**config.mk**
```make
export PLATFORM = sky130hd
export DESIGN_NAME = mema_read_sequencer
export DESIGN_NICKNAME = d
export VERILOG_FILES = /design/src/rtl/mema_read_sequencer.sv
export SDC_FILE = /design/constraint.sdc
export NUM_CORES = 2
export LEC_CHECK = 0
export ABC_AREA = 1
export ABC_CLOCK_PERIOD_IN_PS = 3810
export CAP_MARGIN = 40
export CORE_ASPECT_RATIO = 1.25
export CORE_MARGIN = 8
export CORE_UTILIZATION = 61
export DETAILED_ROUTE_END_ITERATION = 6
export PLACE_DENSITY = 0.87
export SLEW_MARGIN = 20
export SYNTH_ARGS = -nofsm -noshare
export SYNTH_HDL_FRONTEND = slang
export SYNTH_SLANG_ARGS = --single-unit
```
**constraint.sdc**
```tcl
create_clock -name clk -period 3.81 [get_ports clk]
set_input_delay 1.143 -clock clk [delete_from_list [all_inputs] [get_ports clk]]
set_output_delay 1.143 -clock clk [all_outputs]
set_load 0.05 [all_outputs]
```
**src/rtl/mema_read_sequencer.sv**
```systemverilog
// Read-side sequencer for the matrix-A row memory of the row-by-vector array.
// Walks per-lane chunk indices per word and emits a memory-aligned beat stream.

module mema_read_sequencer #(
    parameter int NO_OF_ROW_BY_VECTOR_MODULES = 4,
    parameter int ADDR_WIDTH = 32,
    parameter int CNT_WIDTH = 32,
    parameter int MEM_LATENCY = 2
) (
    input  logic                    clk,
    input  logic                    rst_n,
    input  logic                    start,
    input  logic [ADDR_WIDTH-1:0]   base_address,
    input  logic [ADDR_WIDTH-1:0]   no_of_words,
    input  logic [CNT_WIDTH*NO_OF_ROW_BY_VECTOR_MODULES-1:0] no_of_multiples,
    input  logic                    hold,
    output logic                    busy,
    output logic [ADDR_WIDTH-1:0]   rd_address,
    output logic [CNT_WIDTH*NO_OF_ROW_BY_VECTOR_MODULES-1:0] chunk_index,
    output logic                    data_valid,
    output logic                    data_last,
    output logic                    data_word_last,
    output logic [NO_OF_ROW_BY_VECTOR_MODULES-1:0] data_lane_active,
    output logic [CNT_WIDTH*NO_OF_ROW_BY_VECTOR_MODULES-1:0] data_chunk_index,
    output logic                    done
);

    localparam int N  = NO_OF_ROW_BY_VECTOR_MODULES;
    localparam int IW = CNT_WIDTH * N;

    typedef enum logic [1:0] {IDLE, ISSUE, DRAIN, DONE} state_t;

    state_t                state;
    logic [CNT_WIDTH-1:0]  eff [N];
    logic [CNT_WIDTH-1:0]  beats_per_word;
    logic [CNT_WIDTH-1:0]  beat_cnt;
    logic [ADDR_WIDTH-1:0] words;
    logic [ADDR_WIDTH-1:0] word_cnt;

    logic [CNT_WIDTH-1:0]  eff_in [N];
    logic [CNT_WIDTH-1:0]  bpw_in;

    // A zero multiple count still occupies one beat per word.
    always_comb begin
        bpw_in = '0;
        for (int n = 0; n < N; n++) begin
            eff_in[n] = no_of_multiples[(n+1)*CNT_WIDTH-1 -: CNT_WIDTH];
            if (eff_in[n] == '0) begin
                eff_in[n] = CNT_WIDTH'(1);
            end
            if (eff_in[n] > bpw_in) begin
                bpw_in = eff_in[n];
            end
        end
    end

    logic         issue;
    logic         word_last;
    logic         last;
    logic [N-1:0] lane_active;

    assign issue     = (state == ISSUE) && !hold;
    assign word_last = (beat_cnt == beats_per_word);
    assign last      = word_last && (word_cnt == words);

    // Lanes with fewer chunks sit idle for the tail beats of the word.
    always_comb begin
        lane_active = '0;
        for (int n = 0; n < N; n++) begin
            lane_active[n] = (beat_cnt <= eff[n]);
        end
    end

    logic          p_valid [MEM_LATENCY];
    logic          p_last  [MEM_LATENCY];
    logic          p_wlast [MEM_LATENCY];
    logic [N-1:0]  p_act   [MEM_LATENCY];
    logic [IW-1:0] p_idx   [MEM_LATENCY];

    always_ff @(posedge clk or negedge rst_n) begin
        if (!rst_n) begin
            for (int i = 0; i < MEM_LATENCY; i++) begin
                p_valid[i] <= 1'b0;
                p_last[i]  <= 1'b0;
                p_wlast[i] <= 1'b0;
                p_act[i]   <= '0;
                p_idx[i]   <= '0;
            end
        end else begin
            p_valid[0] <= issue;
            p_last[0]  <= issue && last;
            p_wlast[0] <= issue && word_last;
            p_act[0]   <= issue ? lane_active : '0;
            p_idx[0]   <= chunk_index;
            for (int i = 1; i < MEM_LATENCY; i++) begin
                p_valid[i] <= p_valid[i-1];
                p_last[i]  <= p_last[i-1];
                p_wlast[i] <= p_wlast[i-1];
                p_act[i]   <= p_act[i-1];
                p_idx[i]   <= p_idx[i-1];
            end
        end
    end

    assign data_valid       = p_valid[MEM_LATENCY-1];
    assign data_last        = p_last[MEM_LATENCY-1];
    assign data_word_last   = p_wlast[MEM_LATENCY-1];
    assign data_lane_active = p_act[MEM_LATENCY-1];
    assign data_chunk_index = p_idx[MEM_LATENCY-1];

    always_ff @(posedge clk or negedge rst_n) begin
        if (!rst_n) begin
            state          <= IDLE;
            rd_address     <= '0;
            chunk_index    <= '0;
            busy           <= 1'b0;
            done           <= 1'b0;
            beats_per_word <= '0;
            beat_cnt       <= '0;
            words          <= '0;
            word_cnt       <= '0;
            for (int n = 0; n < N; n++) begin
                eff[n] <= '0;
            end
        end else begin
            done <= 1'b0;
            case (state)
                IDLE: begin
                    if (start) begin
                        for (int n = 0; n < N; n++) begin
                            eff[n] <= eff_in[n];
                        end
                        beats_per_word <= bpw_in;
                        words          <= no_of_words;
                        if (no_of_words == '0) begin
                            state <= DONE;
                            done  <= 1'b1;
                        end else begin
                            state      <= ISSUE;
                            busy       <= 1'b1;
                            rd_address <= base_address;
                            beat_cnt   <= CNT_WIDTH'(1);
                            word_cnt   <= ADDR_WIDTH'(1);
                            for (int n = 0; n < N; n++) begin
                                chunk_index[(n+1)*CNT_WIDTH-1 -: CNT_WIDTH] <= CNT_WIDTH'(1);
                            end
                        end
                    end
                end
                ISSUE: begin
                    if (!hold) begin
                        if (word_last) begin
                            rd_address <= rd_address + ADDR_WIDTH'(1);
                            beat_cnt   <= CNT_WIDTH'(1);
                            word_cnt   <= word_cnt + ADDR_WIDTH'(1);
                            for (int n = 0; n < N; n++) begin
                                chunk_index[(n+1)*CNT_WIDTH-1 -: CNT_WIDTH] <= CNT_WIDTH'(1);
                            end
                            if (last) begin
                                state <= DRAIN;
                            end
                        end else begin
                            beat_cnt <= beat_cnt + CNT_WIDTH'(1);
                            for (int n = 0; n < N; n++) begin
                                if (chunk_index[(n+1)*CNT_WIDTH-1 -: CNT_WIDTH] < eff[n]) begin
                                    chunk_index[(n+1)*CNT_WIDTH-1 -: CNT_WIDTH] <=
                                        chunk_index[(n+1)*CNT_WIDTH-1 -: CNT_WIDTH] + CNT_WIDTH'(1);
                                end
                            end
                        end
                    end
                end
                DRAIN: begin
                    if (data_valid && data_last) begin
                        state <= DONE;
                        busy  <= 1'b0;
                        done  <= 1'b1;
                    end
                end
                DONE: begin
                    state <= IDLE;
                end
                default: begin
                    state <= IDLE;
                end
            endcase
        end
    end

endmodule

```
Word-level counts from Yosys, hierarchy flattened
Cells that the tools add are included.

Output and inout port bits: 297. Word-level logic and storage cells: 129. Input bits: 196. Flip-flop bits (word level): 690.

Eq/ne operators: 15. Reductions and logical operators: 23. Mux-type cells: 46. $add $sub $neg: 7. $lt $le $gt $ge: 12.

Operators by type and width (number): 32-bit two-way mux (22); 128-bit two-way mux (4); 128-bit case mux with 2 select lines (1); 32-bit by 1-bit adder with 32-bit output, second input constant (7); 32-bit case mux with 2 select lines (3); 32-bit zero test (5); 32-bit less-or-equal comparator (4); 32-bit < comparator (4); 32-bit > comparator (3); 32-bit equality test (2); 32-bit by 1-bit > comparator with 1-bit output, second input constant (1); 5-bit AND reduction (6); 2-bit two-way mux (6); 2-bit != test, second input constant (6); 3-bit by 2-bit != test with 1-bit output, second input constant (4); 2-bit case mux with 4 select lines (1); 4-bit AND reduction (2); 1-bit two-way mux (6); 1-bit logical AND (5); 2-bit equality test, second input constant (2); 4-bit two-way mux (1); 1-bit case mux with 2 select lines (2); 2-bit nonzero test (2); 2-bit by 1-bit equality test with 1-bit output, second input constant (1); other kinds (3) (3).

Logic depth before layout (Yosys ltp)
Word-level depth: 10. Mapped depth: 53. Mapped depth without buffers: 51.

Worst setup path after synthesis
No wires, ideal clock.

Path kind: in2reg. Start: input port no_of_multiples[12]. End: register beats_per_word[23]. Data required time: 3694 ps. Arrival time: 6219 ps. Setup time: 116 ps. Cell stages on the path: 44. Slack: -2526 ps. Path buffers: 3. Cell sequence: nor4_1 nand4_1 o21bai_1 ha_1 inv_1 nand2_1 nand2_1 nand2_1 nand2_1 nand2_1 nand2_1 nand2_1 nand2_1 nand2_1 nand2_1 nand2_2 clkbuf_1 nand2_1 (+8 left out) nand2_1 buf_4 nand2_1 and2_1 ha_1 nand2_1 inv_1 nand3_1 nor4_1 inv_1 nor4_1 a221o_1 nand2_1 clkbuf_1 o21ai_0 inv_1 nand2_1 nand2_1.

Cells in the longest elaborated chain, start to end: 10.

Ends and longest elaborated chain: start, declared (RTL line 15) `input logic [CNT_WIDTH*NO_OF_ROW_BY_VECTOR_MODULES-1:0] no_of_multiples,`; 32-bit zero test (RTL line 48) `if (eff_in[n] == '0) begin`; 32-bit two-way mux (*) (RTL line 48); 32-bit by 1-bit > comparator with 1-bit output (RTL line 51) `if (eff_in[n] > bpw_in) begin`; 32-bit two-way mux (*) (RTL line 51); 32-bit > comparator (RTL line 51); 32-bit two-way mux (*) (RTL line 51); 32-bit > comparator (RTL line 51); 32-bit two-way mux (*) (RTL line 51); 32-bit > comparator (RTL line 51); 32-bit two-way mux (*) (RTL line 51); end signal, assigned (RTL line 133) `beats_per_word <= bpw_in;`; end, declared (RTL line 35) `logic [CNT_WIDTH-1:0] beats_per_word;`.

Every way passes the cells marked *; elsewhere a longest branch is shown, timed or not. A chain may end at the register's enable or synchronous reset.

Worst setup path in the final report
Start: input port no_of_multiples[3]. End: register beats_per_word[22].

The elaborated chain is that of the path after synthesis.

==> flow_summary.ini <==
[status]
status = finished with violations
violations = setup timing

[timing]
hold_viol = 0
slew_headroom = 0.393
skew_ns = 0.0212
finalSetupViolCount = 32
finalCritPeriodShare = 1.69
slew_viol_final = 0
rsz0062_at_grt = true
clock.fmax_mhz = 156
timing.final.ws_setup_ns = -2.61
final.min_clock_period_ns = 6.42
worst_pin_slew_ns = 0.902

[power_and_ir_drop]
powerDensity_mw_per_mm2 = 587
power_frac_seq = 0.329
p_int_mw = 17.4
combPwrFrac = 0.420
p_switching_mw = 12.2
p_sw_frac = 0.412
clkPwrFrac = 0.251
p_leak_nw = 24.4
max-vdd-ir-drop_mv = 0.348

[logic_synthesis]
yosysWarningCount = 0
netlist_instances = 4604
synthArstFlopShare = 1.00
syn_avg_cell_area_um2 = 8.45
synth_edf_count = 0
synth_fp_nets = 5157
synth_cell_types = 56
syn-cell-area_mm2 = 0.0389
synth-seq-cells = 690
synth-main-ff-cell = dfrtp_1
ys_seq_area_frac = 0.444

[critical_path]
critPathMaxFanout = 8
path_common_cell = nand2_1
cp.required_ns = 4.34
cp_data_arrival_time_ns = 6.95
regToRegEndpoint = chunk_index[28]
worstSetupEndpointType = register
r2r_cells = 17
reg2reg_slack_ns = 0.24
crit_type = in -> reg
r2r-start = beat_cnt[2]
max_stage_delay_ns = 0.44
cp_slowest_cell = a221o_2
start_kind = primary input

[placed_design]
placed_area_mm2 = 0.0467
dpl.hpwl_um = 104000
io_buffer_count = 492
dp_cells = 6027
place_worst_setup_slack_ns = -3.81
place_congestion = 1.01

[clocking]
cts_made_buffers = 71
clk_pin_slew_ns = 0.06
cts_buffer_depth = 3
htreeDepth = 3
cts_hold_buf = 0
cts_tree = yes
cts-root-buf = clkbuf_16
clock_latency_ns = 0.65
clock-sinks = 690

[cells_and_area]
fin_area_mm2 = 0.0504
layout_commonest_cell = nand2_1
layout_common_cells = 840 x nand2_1, 690 x dfrtp_1, 574 x inv_1
fill_cells = 3995
syn2layout_area_growth_pct = 29.6
fin_cells = 6192
drive_above_1_share = 0.146
utilization = 0.799
num-nets-final = 5845

[routing]
first_iter_violations = 4540
num_vias = 37600
routed_wirelength_um = 144000
drc = 0
viasPerCell = 6.06
post_drt_wl_per_cell_um = 23.3
ant_nets = 0
first_pass_iters = 7

[floorplan]
dieArea_mm2 = 0.0722
top_level_ports = 493
coreArea_mm2 = 0.0631
fp.dieW_um = 242
start_util = 0.616
row_count = 103
die_h_um = 298

[flow_run]
drv_cap = 0

[grt]
grt_max_degree = 159
antenna_found_initial = 2
grt_first_pass_wirelength_um = 216000
grt_usage = 0.381
grt_pass1_vias = 37500
grt-ovfl-total = 0

[hold_path]
whs_path_depth = 0
min_to = data_chunk_index[73]
hp-start = p_idx[201]
hp-class = reg -> reg
-- per-layer routing --
layer  GRT usage  part of all wire
met5     0.00401                 0
met4       0.260             0.081
met3      0.0951              0.11
met2       0.606              0.45
met1       0.456              0.35
-- Yosys cell counts, types with 44 or more instances --
cell | instances | area (um2)
a21oi_1 | 238 | 1190
nand4_1 | 95 | 594
nor2_1 | 251 | 942
nor4_1 | 90 | 563
dfrtp_1 | 690 | 17300
clkbuf_1 | 177 | 664
o21ai_0 | 370 | 1850
nand2_1 | 864 | 3240
ha_1 | 357 | 4470
xnor2_1 | 44 | 385
inv_1 | 580 | 2180
nand3_1 | 171 | 856
nor3_1 | 160 | 801
xor2_1 | 105 | 920
buf_4 | 135 | 1010
-- power groups by stage --
| stage | clock network (mW) | registers, mW | logic, mW |
|---|---|---|---|
| 5_1_grt | 7.78 | 9.86 | 13.4 |
| 3_3_place_gp | 0 | 9.73 | 10.9 |
| 3_5_place_dp | 0 | 9.79 | 11.4 |
| 6_report | 7.43 | 9.74 | 12.4 |
| 2_1_floorplan | 0 | 10.3 | 6.51 |
| 4_1_cts | 7.44 | 9.70 | 11.6 |
-- per-stage QoR --
| stage | hold WS (ns) | setup TNS (ns) | total power, mW |
|---|---|---|---|
| after floorplan | 0.331 | -67.64 | 16.8 |
| after global placement | 0.331 | -124.83 | 20.6 |
| after detailed placement | 0.335 | -149.34 | 21.2 |
| after CTS | 0.341 | -83.15 | 28.7 |
| after global routing | 0.346 | -91.10 | 31.1 |
| final | 0.341 | -81.46 | 29.6 |
-- state kept, by name, indices dropped and copies added, names as in the netlist, 2 cells and up --
signal            cells
data_chunk_index    128
rd_address           32
beats_per_word       32
eff                 128
p_act                 4
p_idx               128
chunk_index         128
data_lane_active      4
beat_cnt             32
words                32
state                 2
word_cnt             32
-- repair_timing --
item	4_1_cts	5_1_grt
pin swaps	2	72
resized for setup	37	255
endpoints found under the hold margin	0	0
buffers inserted	2	17
gates cloned	0	13
setup endpoints to repair	32	32
-- how the worst max path moves through the flow --
stage / from / end / depth (start not counted)
6_report: no_of_multiples[3] / beats_per_word[22] / 46
5_1_grt: no_of_multiples[7] / beats_per_word[19] / 46
4_1_cts: no_of_multiples[60] / beats_per_word[1] / 41
3_5_place_dp: no_of_multiples[33] / beats_per_word[17] / 45
3_3_place_gp: no_of_multiples[32] / beats_per_word[20] / 44
2_1_floorplan: no_of_multiples[20] / beats_per_word[13] / 46
-- worst max-delay path: cells and delay by family --
family	cells	cell delay [ns]
buffers and inverters	9	1.09
adder cells (fa/ha/maj)	3	0.65
AO/OA/AOI/OAI	6	1.12
AND/OR/NAND/NOR	28	2.94
-- cell type report --
type / instances / area (um2) / area share
multi-input cells: 2986 / 18500 / 0.366
diodes: 6 / 15.0 / 0.000298
clock inverters: 31 / 423 / 0.00839
repair buffers: 957 / 8980 / 0.178
clock buffers: 96 / 2030 / 0.0403
well taps: 840 / 1050 / 0.0208
flip-flops and latches: 690 / 17300 / 0.342
inverters: 586 / 2200 / 0.0437
-- kinds of logic after synthesis --
kind of cell / after synthesis / synth area share
AOI/OAI and AO/OA: 758 / 0.107
xor gates and xnor gates: 149 / 0.0335
adders and majority gates: 357 / 0.115
buffers and inverters: 929 / 0.103
DFF: 690 / 0.444
and+or+nand+nor: 1721 / 0.197
No activity file was read; power rests on OpenSTA's default activity.
